### config.mk
export PLATFORM = sky130hd
export DESIGN_NAME = lsu_uart_tx
export DESIGN_NICKNAME = d
export VERILOG_FILES = /design/src/rtl/lsu_uart_tx.sv
export SDC_FILE = /design/constraint.sdc
export NUM_CORES = 1
export LEC_CHECK = 0
export BUFFER_PORTS_ARGS = -buffer_cell sky130_fd_sc_hd__buf_2
export CAP_MARGIN = 20
export CORE_MARGIN = 3
export CORE_UTILIZATION = 49
export DETAILED_ROUTE_END_ITERATION = 12
export MAX_ROUTING_LAYER = met4
export PLACE_DENSITY_LB_ADDON = 0.05
export SETUP_SLACK_MARGIN = 0.02
export SKIP_CTS_REPAIR_TIMING = 1
export SLEW_MARGIN = 20
export SYNTH_ARGS = -nofsm -noshare
export SYNTH_HDL_FRONTEND = slang
export SYNTH_SLANG_ARGS = --single-unit
export TNS_END_PERCENT = 1
### constraint.sdc
create_clock -name clk -period 3.2 [get_ports clk]
set_input_delay 0.64 -clock clk [delete_from_list [all_inputs] [get_ports clk]]
set_output_delay 0.64 -clock clk [all_outputs]
set_load 0.05 [all_outputs]
### src/rtl/lsu_uart_tx.sv
// Memory-mapped 8N1 UART transmitter on the load/store data bus: TXDATA/STATUS/CTRL window, TX FIFO, serialiser.
// Optional parity frame when UART_TX_PARITY_EN is defined (adds a PARITY bit between DATA and STOP).
module lsu_uart_tx #(
  parameter int          CLK_DIV    = 868,
  parameter int          FIFO_DEPTH = 8,
  parameter logic [31:0] BASE_ADDR  = 32'h8000_0000
) (
  input  logic        clk,
  input  logic        rst,
  input  logic        cs,
  input  logic        wr,
  input  logic [3:0]  mask,
  input  logic [31:0] addr,
  input  logic [31:0] data_wr,
  output logic [31:0] data_rd,
  output logic        tx,
  output logic        irq
);

  localparam int AW = $clog2(FIFO_DEPTH);
  localparam int CW = AW + 1;
  localparam int BW = $clog2(CLK_DIV);
  localparam logic [BW-1:0] BAUD_RELOAD = BW'(CLK_DIV - 1);

  typedef enum logic [2:0] {
    S_IDLE,
    S_START,
    S_DATA,
    S_PARITY,
    S_STOP
  } state_t;

  state_t          state_q, state_d;
  logic [BW-1:0]   baud_q, baud_d;
  logic [2:0]      bit_idx_q, bit_idx_d;
  logic [7:0]      shift_q, shift_d;
  logic            tx_q, tx_d;
  logic            par_q, par_d;
  logic [AW-1:0]   wr_ptr_q, wr_ptr_d;
  logic [AW-1:0]   rd_ptr_q, rd_ptr_d;
  logic [CW-1:0]   count_q, count_d;
  logic            overflow_q, overflow_d;
  logic            tx_en_q, tx_en_d;
  logic            irq_en_q, irq_en_d;
  logic            parity_odd_q, parity_odd_d;
  logic [7:0]      mem_q [FIFO_DEPTH];

  logic            hit;
  logic [1:0]      offset;
  logic            wr_hit;
  logic            push_req;
  logic            status_wr;
  logic            ctrl_wr;
  logic            empty;
  logic            full;
  logic            busy;
  logic            bit_end;
  logic            frame_slot;
  logic            pop;
  logic            push_ok;
  logic [7:0]      head;
  logic            parity_odd_rd;
  logic [31:0]     status_word;
  logic [31:0]     ctrl_word;

  assign hit       = cs && (addr[31:4] == BASE_ADDR[31:4]);
  assign offset    = addr[3:2];
  assign wr_hit    = hit && wr && mask[0];
  assign push_req  = wr_hit && (offset == 2'd0);
  assign status_wr = wr_hit && (offset == 2'd1);
  assign ctrl_wr   = wr_hit && (offset == 2'd2);

  assign empty   = (count_q == '0);
  assign full    = (count_q == CW'(FIFO_DEPTH));
  assign busy    = (state_q != S_IDLE);
  assign bit_end = (baud_q == '0);
  assign head    = mem_q[rd_ptr_q];

  // The last cycle of STOP doubles as an IDLE cycle so consecutive frames abut.
  assign frame_slot = (state_q == S_IDLE) || ((state_q == S_STOP) && bit_end);
  assign pop        = frame_slot && tx_en_q && !empty;
  assign push_ok    = push_req && (!full || pop);

`ifdef UART_TX_PARITY_EN
  assign parity_odd_rd = parity_odd_q;
`else
  assign parity_odd_rd = 1'b0;
`endif

  // FIFO bookkeeping and register writes.
  always_comb begin
    wr_ptr_d     = wr_ptr_q;
    rd_ptr_d     = rd_ptr_q;
    count_d      = count_q;
    overflow_d   = overflow_q;
    tx_en_d      = tx_en_q;
    irq_en_d     = irq_en_q;
    parity_odd_d = parity_odd_q;
    if (push_ok) wr_ptr_d = wr_ptr_q + 1'b1;
    if (pop)     rd_ptr_d = rd_ptr_q + 1'b1;
    case ({push_ok, pop})
      2'b10:   count_d = count_q + 1'b1;
      2'b01:   count_d = count_q - 1'b1;
      default: count_d = count_q;
    endcase
    if (push_req && !push_ok) begin
      overflow_d = 1'b1;
    end else if (status_wr && data_wr[3]) begin
      overflow_d = 1'b0;
    end
    if (ctrl_wr) begin
      tx_en_d  = data_wr[0];
      irq_en_d = data_wr[2];
`ifdef UART_TX_PARITY_EN
      parity_odd_d = data_wr[1];
`endif
    end
  end

  // Serialiser next state; a pop overrides whatever the current state decided.
  always_comb begin
    state_d   = state_q;
    baud_d    = baud_q;
    bit_idx_d = bit_idx_q;
    shift_d   = shift_q;
    tx_d      = tx_q;
    par_d     = par_q;
    if (state_q != S_IDLE) begin
      baud_d = bit_end ? BAUD_RELOAD : baud_q - 1'b1;
    end
    case (state_q)
      S_IDLE: begin
        tx_d = 1'b1;
      end
      S_START: begin
        if (bit_end) begin
          state_d   = S_DATA;
          bit_idx_d = 3'd0;
          tx_d      = shift_q[0];
        end
      end
      S_DATA: begin
        if (bit_end) begin
          if (bit_idx_q == 3'd7) begin
`ifdef UART_TX_PARITY_EN
            state_d = S_PARITY;
            tx_d    = par_q;
`else
            state_d = S_STOP;
            tx_d    = 1'b1;
`endif
          end else begin
            shift_d   = {1'b0, shift_q[7:1]};
            bit_idx_d = bit_idx_q + 1'b1;
            tx_d      = shift_q[1];
          end
        end
      end
      S_PARITY: begin
        if (bit_end) begin
          state_d = S_STOP;
          tx_d    = 1'b1;
        end
      end
      S_STOP: begin
        if (bit_end) begin
          state_d = S_IDLE;
          tx_d    = 1'b1;
        end
      end
      default: begin
        state_d = S_IDLE;
        tx_d    = 1'b1;
      end
    endcase
    if (pop) begin
      state_d   = S_START;
      baud_d    = BAUD_RELOAD;
      bit_idx_d = 3'd0;
      shift_d   = head;
      tx_d      = 1'b0;
      par_d     = (^head) ^ parity_odd_rd;
    end
  end

  always_ff @(posedge clk or negedge rst) begin
    if (!rst) begin
      state_q      <= S_IDLE;
      baud_q       <= '0;
      bit_idx_q    <= 3'd0;
      shift_q      <= 8'h00;
      tx_q         <= 1'b1;
      par_q        <= 1'b0;
      wr_ptr_q     <= '0;
      rd_ptr_q     <= '0;
      count_q      <= '0;
      overflow_q   <= 1'b0;
      tx_en_q      <= 1'b1;
      irq_en_q     <= 1'b0;
      parity_odd_q <= 1'b0;
    end else begin
      state_q      <= state_d;
      baud_q       <= baud_d;
      bit_idx_q    <= bit_idx_d;
      shift_q      <= shift_d;
      tx_q         <= tx_d;
      par_q        <= par_d;
      wr_ptr_q     <= wr_ptr_d;
      rd_ptr_q     <= rd_ptr_d;
      count_q      <= count_d;
      overflow_q   <= overflow_d;
      tx_en_q      <= tx_en_d;
      irq_en_q     <= irq_en_d;
      parity_odd_q <= parity_odd_d;
    end
  end

  // Storage array carries no reset; validity is tracked by the pointers.
  always_ff @(posedge clk) begin
    if (push_ok) mem_q[wr_ptr_q] <= data_wr[7:0];
  end

  assign status_word = {20'h0, 4'(count_q), 4'h0, overflow_q, empty, full, busy};
  assign ctrl_word   = {29'h0, irq_en_q, parity_odd_rd, tx_en_q};

  always_comb begin
    data_rd = 32'h0;
    if (hit && !wr) begin
      case (offset)
        2'd1:    data_rd = status_word;
        2'd2:    data_rd = ctrl_word;
        default: data_rd = 32'h0;
      endcase
    end
  end

  assign tx  = tx_q;
  assign irq = irq_en_q && empty && (state_q == S_IDLE);

  logic unused_ok;
`ifdef UART_TX_PARITY_EN
  assign unused_ok = ^{addr[1:0], data_wr[31:8], mask[3:1]};
`else
  assign unused_ok = ^{addr[1:0], data_wr[31:8], mask[3:1], par_q, parity_odd_q};
`endif

endmodule

Word level (Yosys, flattened, before mapping):

Memory sizes are Yosys's and may differ from the RTL's.
Index checks and enable logic that the tools add are counted.

* register bits after elaboration: 38
* RAM bits: 64
* input bits: 72
* output and inout bits: 34
* memories kept: 1

* $add $sub $neg: 6
* equal/unequal tests: 20
* multiplexer cells: 31
* reductions and logical operators: 37

Memory list
* mem_q: words 8, bits a word 8, rd ports 1, clocked after Yosys merged registers in 0, write ports 1, line 46 `logic [7:0] mem_q [FIFO_DEPTH];`

Operator list (number)
* 8-bit 2-to-1 mux: 4
* 10-bit 2-to-1 mux: 3
* 28-bit == test, second input constant: 1
* 3-bit 2-to-1 mux: 9
* 12-bit one-hot mux with 2 select lines: 1
* 3-bit inequality test, second input constant: 6
* 1-bit logical AND: 15
* 3-bit one-hot mux with 5 select lines: 1
* 12-bit 2-to-1 mux: 1
* 10-bit logical NOT: 1
* 2-bit nonzero test: 5
* 10-bit by 1-bit subtractor with 10-bit output, second input constant: 1
* 3-bit by 1-bit adder with 3-bit output, second input constant: 3
* 1-bit 2-to-1 mux: 9
* 4-bit one-hot mux with 2 select lines: 1
* 3-bit by 2-bit == test with 1-bit output, second input constant: 2
* 3-bit == test, second input constant: 2
* 3-bit one-hot mux with 2 select lines: 1
* 3-bit AND reduction: 2
* 6-bit AND reduction: 1
* 3-bit nonzero test: 2
* 4-bit by 1-bit adder with 4-bit output, second input constant: 1
* 2-bit by 1-bit == test with 1-bit output, second input constant: 2
* 2-bit == test, second input constant: 2
* 13 further kinds: 18

Longest topological paths before layout:

Gate-level depths: netlist of run 1.

* word-level depth: 10
* depth in mapped cells: 10
* depth with buffers taken out: 10

Worst setup path after synthesis of run 1:

No wires, ideal clock.

* path kind: input to register
* start: input addr[4]
* end: memory mem_q[0][0] (enable)
* arrival time: 3.167 ns
* required time: 2.805 ns
* setup slack: -0.362 ns
* stages: 6
* path buffers: 1
* cells stage by stage: or4_4 > or4_1 > or4_4 > a21o_1 > buf_6 > nor4_1

* cells in the longest elaborated chain, start to end: 8

Ends and longest elaborated chain
* start: declaration: line 13 `input logic [31:0] addr,`
* 28-bit == test: line 66 `assign hit = cs && (addr[31:4] == BASE_ADDR[31:4]);`
* 1-bit logical AND: line 66
* 1-bit logical AND (2 in series): line 68 `assign wr_hit = hit && wr && mask[0];`
* 1-bit logical AND: line 69 `assign push_req = wr_hit && (offset == 2'd0);`
* 1-bit logical AND: line 82 `assign push_ok = push_req && (!full || pop);`
* 1-bit 2-to-1 mux: line 220 `if (push_ok) mem_q[wr_ptr_q] <= data_wr[7:0];`
* 1-bit 2-to-1 mux (implied by the code): line 220
* end: declaration: line 46

Every way passes these cells.

Worst setup path after layout of run 1:

* start: input addr[4]
* end: output data_rd[1]

* cells in the longest elaborated chain, start to end: 4

Ends and longest elaborated chain
* 28-bit == test: line 66
* 1-bit logical AND: line 66
* 1-bit logical AND: line 228 `if (hit && !wr) begin`
* 12-bit 2-to-1 mux: line 228
* end: declaration: line 15 `output logic [31:0] data_rd,`

Every way passes these cells.

==> results of run 1 <==
-- registers in the layout, indices dropped and copies added (netlist names), 3 cells and up --
register,cells
rd_ptr_q,3
bit_idx_q,3
shift_q,8
count_q,4
wr_ptr_q,3
state_q,3
baud_q,10
mem_q,64
-- metrics by stage --
stage | util | hold WS [ps] | instances | instance area, sq um | setup TNS, ps
after floorplan | - | 344.4 | 372 | 4868 | -8524
after CTS | 0.5785 | 392.8 | 552 | 5421 | -122.0
after global routing | 0.5822 | 435.0 | 552 | 5456 | -3.716
after global placement | 0.5557 | 467.6 | 536 | 5207 | -8536
final | 0.5822 | 378.3 | 552 | 5456 | 0
after detailed placement | 0.5557 | 496.3 | 536 | 5207 | -9626
-- path summary, 6_finish.rpt --
path	endpoint	startpoint	cells after the start	slack (ps)
min in group clk	bit_idx_q[2]	bit_idx_q[2]	1	520
hold reg to reg	bit_idx_q[2]	bit_idx_q[2]	1	520
hold / removal	count_q[0]	rst	1	380
setup reg to reg	count_q[3]	baud_q[5]	9	370
max in group asynchronous	bit_idx_q[2]	rst	1	2280
setup / recovery	data_rd[1]	addr[4]	7	80
-- where the power goes --
group          internal (mW)  switching, mW
combinational         0.0221         0.0929
clock                  0.387          0.489
sequential              1.40    0.000000580
total                   1.81          0.582
-- synth_stat cells (5+ instances only) --
library cell,number,area [sq um]
xnor2_1,10,87.58
a21oi_1,7,35.03
and3_1,8,50.05
inv_1,11,41.29
ha_1,11,137.6
nor2_1,24,90.09
xor2_1,5,43.79
buf_4,24,180.2
mux2i_1,10,100.1
clkbuf_1,11,41.29
dfrtp_1,36,900.9
nor4_1,8,50.05
mux4_2,16,360.4
nor3_1,9,45.04
o21ai_0,7,35.03
edfxtp_1,64,1922
nand2_1,27,101.4
-- cells by family after synthesis --
group | count (synthesis)
buffers and inverters | 49
muxes | 31
other | 1
xor gates and xnor gates | 15
DFF | 102
and+or+nand+nor | 105
adders and majority gates | 12
AOI/OAI and AO/OA | 34
-- layout make-up --
cell class / instances / area (sq um) / share of cell area
clock buffer: 9 / 123.9 / 0.02270
clock inverter: 7 / 90.09 / 0.01651
inverter: 11 / 41.29 / 0.007567
multi-input combinational: 221 / 1719 / 0.3151
sequential: 102 / 2875 / 0.5269
tap: 129 / 161.4 / 0.02958
timing repair buffer: 73 / 445.4 / 0.08163
-- critical path, cell delays in order --
cell	delay, ps
buf_2	100
or4_4	520
or4_2	560
nor3_2	120
buf_4	160
and3_1	150
clkbuf_4	230
-- metal layers --
metal	vias to the layer above	wire length [microns]	GRT usage
met2	82	4074	0.2611
met4	0	93	0.04499
li1	1385	-	-
met1	1415	4093	0.2274
met3	12	416	0.04694
met5	-	0	-
==> metrics.md, run 1 <==
| Metric | Value |
|---|---|
| DR iter-0 viols | `119` |
| Fin crit period | `3123 ps` |
| Clk_skew | `15.04 ps` |
| Vias | `2,894` |
| Xor/xnor share of the synthesized area | `0.02754` |
| Drt total wl | `8.678 mm` |
| Dpl ws | `-222.0 ps` |
| H-tree Lvls | `3` |
| Antenna Nets Post-Route | `0` |
| First-pass GRT wire length | `14.07 mm` |
| Crit start category | `input port` |
| Mapped Cells | `349` |
| Root Driver | `clkbuf_8` |
| Complex-gate fraction of the synthesized area | `0.05219` |
| Fmax | `320.2 MHz` |
| CP required | `2560 ps` |
| Post-synthesis sequential area ratio | `0.6027` |
| Max Cap Viol | `0` |
| Pwr per Cell Area | `438.1 nW/um^2` |
| CTS tree | `done` |
| CP Max Fanout | `7` |
| DP HPWL | `6.007 mm` |
| Fin. Hold Viols | `0` |
| Simple-Gate Fraction of Synth Area | `0.1164` |
| P&R area growth vs syn | `14.37%` |
| Pin count of the biggest net entering global routing | `39` |
| Placer congestion estimate | `0.7876` |
| Initial antenna violation count | `0` |
| Most common cell after layout, fill and taps aside | `edfxtp_1` |
| Status | `finished clean` |
| Clock Latency Late Sink | `380 ps` |
| Most used DFF post-synth | `edfxtp_1` |
| Core footprint | `9371 sq um` |
| WL/cell | `15.72 microns` |
| CP Data Arrival Time | `2480 ps` |
| Relative slew slack | `0.4119` |
| Final net count | `502` |
| Adder-cell share of the synthesized area | `0.03304` |
| Total CTS buffers | `9` |
| Lkg Pwr | `2.226 nW` |
| Worst Tran Pin Value | `882.2 ps` |
| VDD IR max | `0.2983 mV` |
| Syn avg cell area | `13.67 sq um` |
| Most frequent cells in the layout | `edfxtp_1 (64), buf_2 (44), dfrtp_1 (36), nand2_1 (26), buf_4 (26)` |
| Post-synthesis mux area share | `0.1083` |
| Cell Area, Synth | `4771 sq um` |
| Worst Hold Class | `input port to asynchronous set/reset pin` |
| Post-synth EDFFs | `64` |
| Rows | `35` |
| CTS clk-pin slew, worst paths | `100 ps` |
| Critical Path Sink Type | `primary output` |
| Fin crit share | `0.9760` |
| I/O pin count | `106` |
| Ant diodes | `0` |
| Vias in the first global route | `2,788` |
| Overall Global Routing Usage | `0.1704` |
| Ys Warns | `0` |
| 1st-pass router iterations | `4` |
| Maximum clock path buffer count | `2` |
| Final setup violation count | `0` |
| Share of cells above drive strength 1 | `0.2979` |
| Synth cell types | `52` |
| Crit Path Category | `input port to primary output` |
| RSZ-0062 raised after global routing | `yes` |
| Die Y | `104.7 microns` |
| Largest family of logic cells by synthesized area | `simple AND/OR/NAND/NOR gates` |
| GRT Residual Overflow | `0` |
| Fillers | `761` |
| Async SR Flop Fraction | `0.3725` |
| PortBufs | `52` |
| Vias per inst | `5.243` |
| Chip width | `104.7 microns` |
| Die ar. | `10,960 sq um` |
| Pwr Total | `2.390 mW` |
| Clk sink count | `102` |
| Remaining DRCs | `0` |
| Final Worst Setup Slack | `76.92 ps` |
| Slew Limit Fails | `0` |
| Synthesized flop and latch total | `102` |
| Starting Density | `0.5091` |
Power figures use the tool's default switching activity.
==> run 2, diff against run 1 <==
--- a/config.mk
+++ b/config.mk
@@ -8,7 +8,7 @@
 export BUFFER_PORTS_ARGS = -buffer_cell sky130_fd_sc_hd__buf_2
 export CAP_MARGIN = 20
 export CORE_MARGIN = 3
-export CORE_UTILIZATION = 49
+export CORE_UTILIZATION = 50
 export DETAILED_ROUTE_END_ITERATION = 12
 export MAX_ROUTING_LAYER = met4
 export PLACE_DENSITY_LB_ADDON = 0.05
==> constraint.sdc (replaced) <==
create_clock -name clk -period 3.84 [get_ports clk]
set_input_delay 0.768 -clock clk [delete_from_list [all_inputs] [get_ports clk]]
set_output_delay 0.768 -clock clk [all_outputs]
set_load 0.05 [all_outputs]
==> metrics.md, run 2 (synthesis results as in run 1) <==
| Metric | Value |
|---|---|
| Lkg Pwr | `2.180 nW (was 2.226 nW)` |
| Dpl ws | `219.9 ps (was -222.0 ps)` |
| Crit start category | `input port (unchanged)` |
| Met3 usage | `0.04050 (was 0.04694)` |
| Sw Pwr | `444.9 uW (was 581.6 uW)` |
| Fillers | `757 (was 761)` |
| Clk sink count | `102 (unchanged)` |
| Worst r2r src | `baud_q[5] (unchanged)` |
| Critical path destination | `data_rd[2] (was data_rd[1])` |
| Initial antenna violation count | `0 (unchanged)` |
| Rows | `35 (unchanged)` |
| Clk_skew | `9.463 ps (was 15.04 ps)` |
| Crit Path Category | `input port to primary output (unchanged)` |
| RSZ-0062 raised after global routing | `no (was yes)` |
| First-pass GRT wire length | `14.28 mm (was 14.07 mm)` |
| Crit path from | `addr[4] (unchanged)` |
| WL/cell | `16.16 microns (was 15.72 microns)` |
| Most common cell after layout, fill and taps aside | `edfxtp_1 (unchanged)` |
| Fin crit period | `3474 ps` |
| CP Data Arrival Time | `2710 ps (was 2480 ps)` |
| Vias per inst | `5.250 (was 5.243)` |
| Slowest stage cell on the critical path | `or4_2 (unchanged)` |
| DR iter-0 viols | `76 (was 119)` |
| H-tree Lvls | `3 (unchanged)` |
| Comb pwr share | `0.049 (was 0.048)` |
| Placer congestion estimate | `0.7977 (was 0.7876)` |
| Worst Hold Class | `register to register (was input port to asynchronous set/reset pin)` |
| Ant diodes | `0 (unchanged)` |
| CTS tree | `done (unchanged)` |
| Internal power | `1.491 mW (was 1.809 mW)` |
| Final Worst Setup Slack | `365.7 ps (was 76.92 ps)` |
| Vias in the first global route | `2,799 (was 2,788)` |
| Grt met2 use | `0.2850 (was 0.2611)` |
| GRT Residual Overflow | `0 (unchanged)` |
| Max Cap Viol | `0 (unchanged)` |
| Root Driver | `clkbuf_8 (unchanged)` |
| Worst Tran Pin Value | `873.3 ps (was 882.2 ps)` |
| Die ar. | `10,750 sq um (was 10,960 sq um)` |
| Cell Count, Final, Fillers Out | `545 (was 552)` |
| Top flop regs | `mem_q (64), baud_q (10), shift_q (8) (unchanged)` |
| Clock power frac | `0.348 (was 0.366)` |
| CTS clk-pin slew, worst paths | `90 ps (was 100 ps)` |
| CP dominant cell by count | `buf_2` |
| Starting Density | `0.5163 (was 0.5091)` |
| Final net count | `495 (was 502)` |
| Clock Latency Late Sink | `370 ps (was 380 ps)` |
| Fin Setup TNS | `0 ps (unchanged)` |
| Sw frac | `0.2298 (was 0.2433)` |
| Share of cells above drive strength 1 | `0.2716 (was 0.2979)` |
| Reg-to-reg slack, setup | `1010 ps (was 370 ps)` |
| DP HPWL | `5.944 mm (was 6.007 mm)` |
| Critical Path Sink Type | `primary output (unchanged)` |
| Pwr Total | `1.936 mW (was 2.390 mW)` |
| Sequential share of power | `0.603 (was 0.586)` |
| VDD IR max | `0.3124 mV (was 0.2983 mV)` |
| Most frequent cells in the layout | `edfxtp_1 (64), buf_2 (52), dfrtp_1 (36), nand2_1 (27) (was edfxtp_1 (64), buf_2 (44), dfrtp_1 (36), nand2_1 (26), buf_4 (26))` |
| CP required | `3070 ps (was 2560 ps)` |
| P&R area growth vs syn | `11.93% (was 14.37%)` |
| Fmax | `287.8 MHz` |
| Antenna Nets Post-Route | `0 (unchanged)` |
| PortBufs | `52 (unchanged)` |
| Relative slew slack | `0.4178 (was 0.4119)` |
| Most flops, register | `mem_q (unchanged)` |
| Fin. Hold Viols | `0 (unchanged)` |
| Crit Reg-Reg Endpoint | `count_q[3] (unchanged)` |
| Final setup violation count | `0 (unchanged)` |
| Die Y | `103.7 microns (was 104.7 microns)` |
| GR Util met1 | `0.2178 (was 0.2274)` |
| Pwr per Cell Area | `362.6 nW/um^2 (was 438.1 nW/um^2)` |
| Drt total wl | `8.806 mm (was 8.678 mm)` |
| Status | `finished clean (unchanged)` |
| Overall Global Routing Usage | `0.1741 (was 0.1704)` |
| Max FFs per register | `64 (unchanged)` |
| Worst path cell trace | `buf_2 -> or4_4 -> or4_2 -> nor3_1 -> buf_4 -> nand2_1 -> nor2_1 -> buf_2 (was buf_2 -> or4_4 -> or4_2 -> nor3_2 -> buf_4 -> and3_1 -> clkbuf_4)` |
| Remaining DRCs | `0 (unchanged)` |
| Total CTS buffers | `9 (unchanged)` |
| Placed cell count | `529 (was 536)` |
| Pin count of the biggest net entering global routing | `39 (unchanged)` |
| I/O pin count | `106 (unchanged)` |
| 1st-pass router iterations | `6 (was 4)` |
| Chip width | `103.7 microns (was 104.7 microns)` |
| Grt peak-use layer | `met2 (unchanged)` |
| Final Core Density | `0.5779 (was 0.5822)` |
| CP Max Fanout | `7 (unchanged)` |
| Fin crit share | `0.9048` |
| Core footprint | `9240 sq um (was 9371 sq um)` |
| R2R cell count | `10 (was 9)` |
| Slew Limit Fails | `0 (unchanged)` |
| Vias | `2,861 (was 2,894)` |
| Maximum clock path buffer count | `2 (unchanged)` |
| CP peak stage delay | `540 ps (was 560 ps)` |
run 2: cell types whose count changed in the layout (fill, tap and decap cells not counted), sizes merged:
| cell | before | now |
|---|---|---|
| clkinv | 0 | 2 |
| buf | 72 | 66 |
| inv | 17 | 13 |
| clkinvlp | 0 | 1 |
run 2: power groups by stage:
stage / combinational [mW] / sequential, mW / clock (mW)
after floorplan: 0.0759 / 1.19 / 0
after global placement: 0.0944 / 1.19 / 0
after detailed placement: 0.0964 / 1.19 / 0
after CTS: 0.0965 / 1.17 / 0.701
after global routing: 0.104 / 1.17 / 0.740
final: 0.0957 / 1.17 / 0.674
run 2: how the worst min path moves through the flow:
stage / from / to / slack, ps / cells after the start
floorplan: shift_q[7] / shift_q[7] / 450 / 2
global placement: shift_q[7] / shift_q[7] / 470 / 2
detailed placement: shift_q[7] / shift_q[7] / 480 / 2
CTS: shift_q[7] / shift_q[7] / 500 / 2
global route: shift_q[7] / shift_q[7] / 540 / 2
finish: shift_q[7] / shift_q[7] / 490 / 2
run 2: metal layers:
layer	wire [microns]	part of all wire
met5	0	0
met4	127	0.014
met3	322	0.037
met2	4475	0.51
met1	3880	0.44
run 2: final cells by class:
| type | count | area [sq um] | area share |
|---|---|---|---|
| flip-flops and latches | 102 | 2875 | 0.5384 |
| multi-input cells | 221 | 1700 | 0.3184 |
| repair buffers | 66 | 365.4 | 0.06842 |
| well taps | 129 | 161.4 | 0.03022 |
| clock buffers | 10 | 127.6 | 0.02390 |
| clock inverters | 6 | 68.82 | 0.01289 |
| inverters | 11 | 41.29 | 0.007732 |
run 2: through the flow:
step	cell area, sq um	hold slack [ps]
detailed placement	5144	480.9
global placement	5144	468.6
finish	5340	494.7
global route	5340	537.8
floorplan	4857	450.3
CTS	5340	502.8
run 2: critical path: cells and delay by family:
family / cells / cell delay, ps
AND/OR/NAND/NOR: 5 / 1400
buffers and inverters: 3 / 530
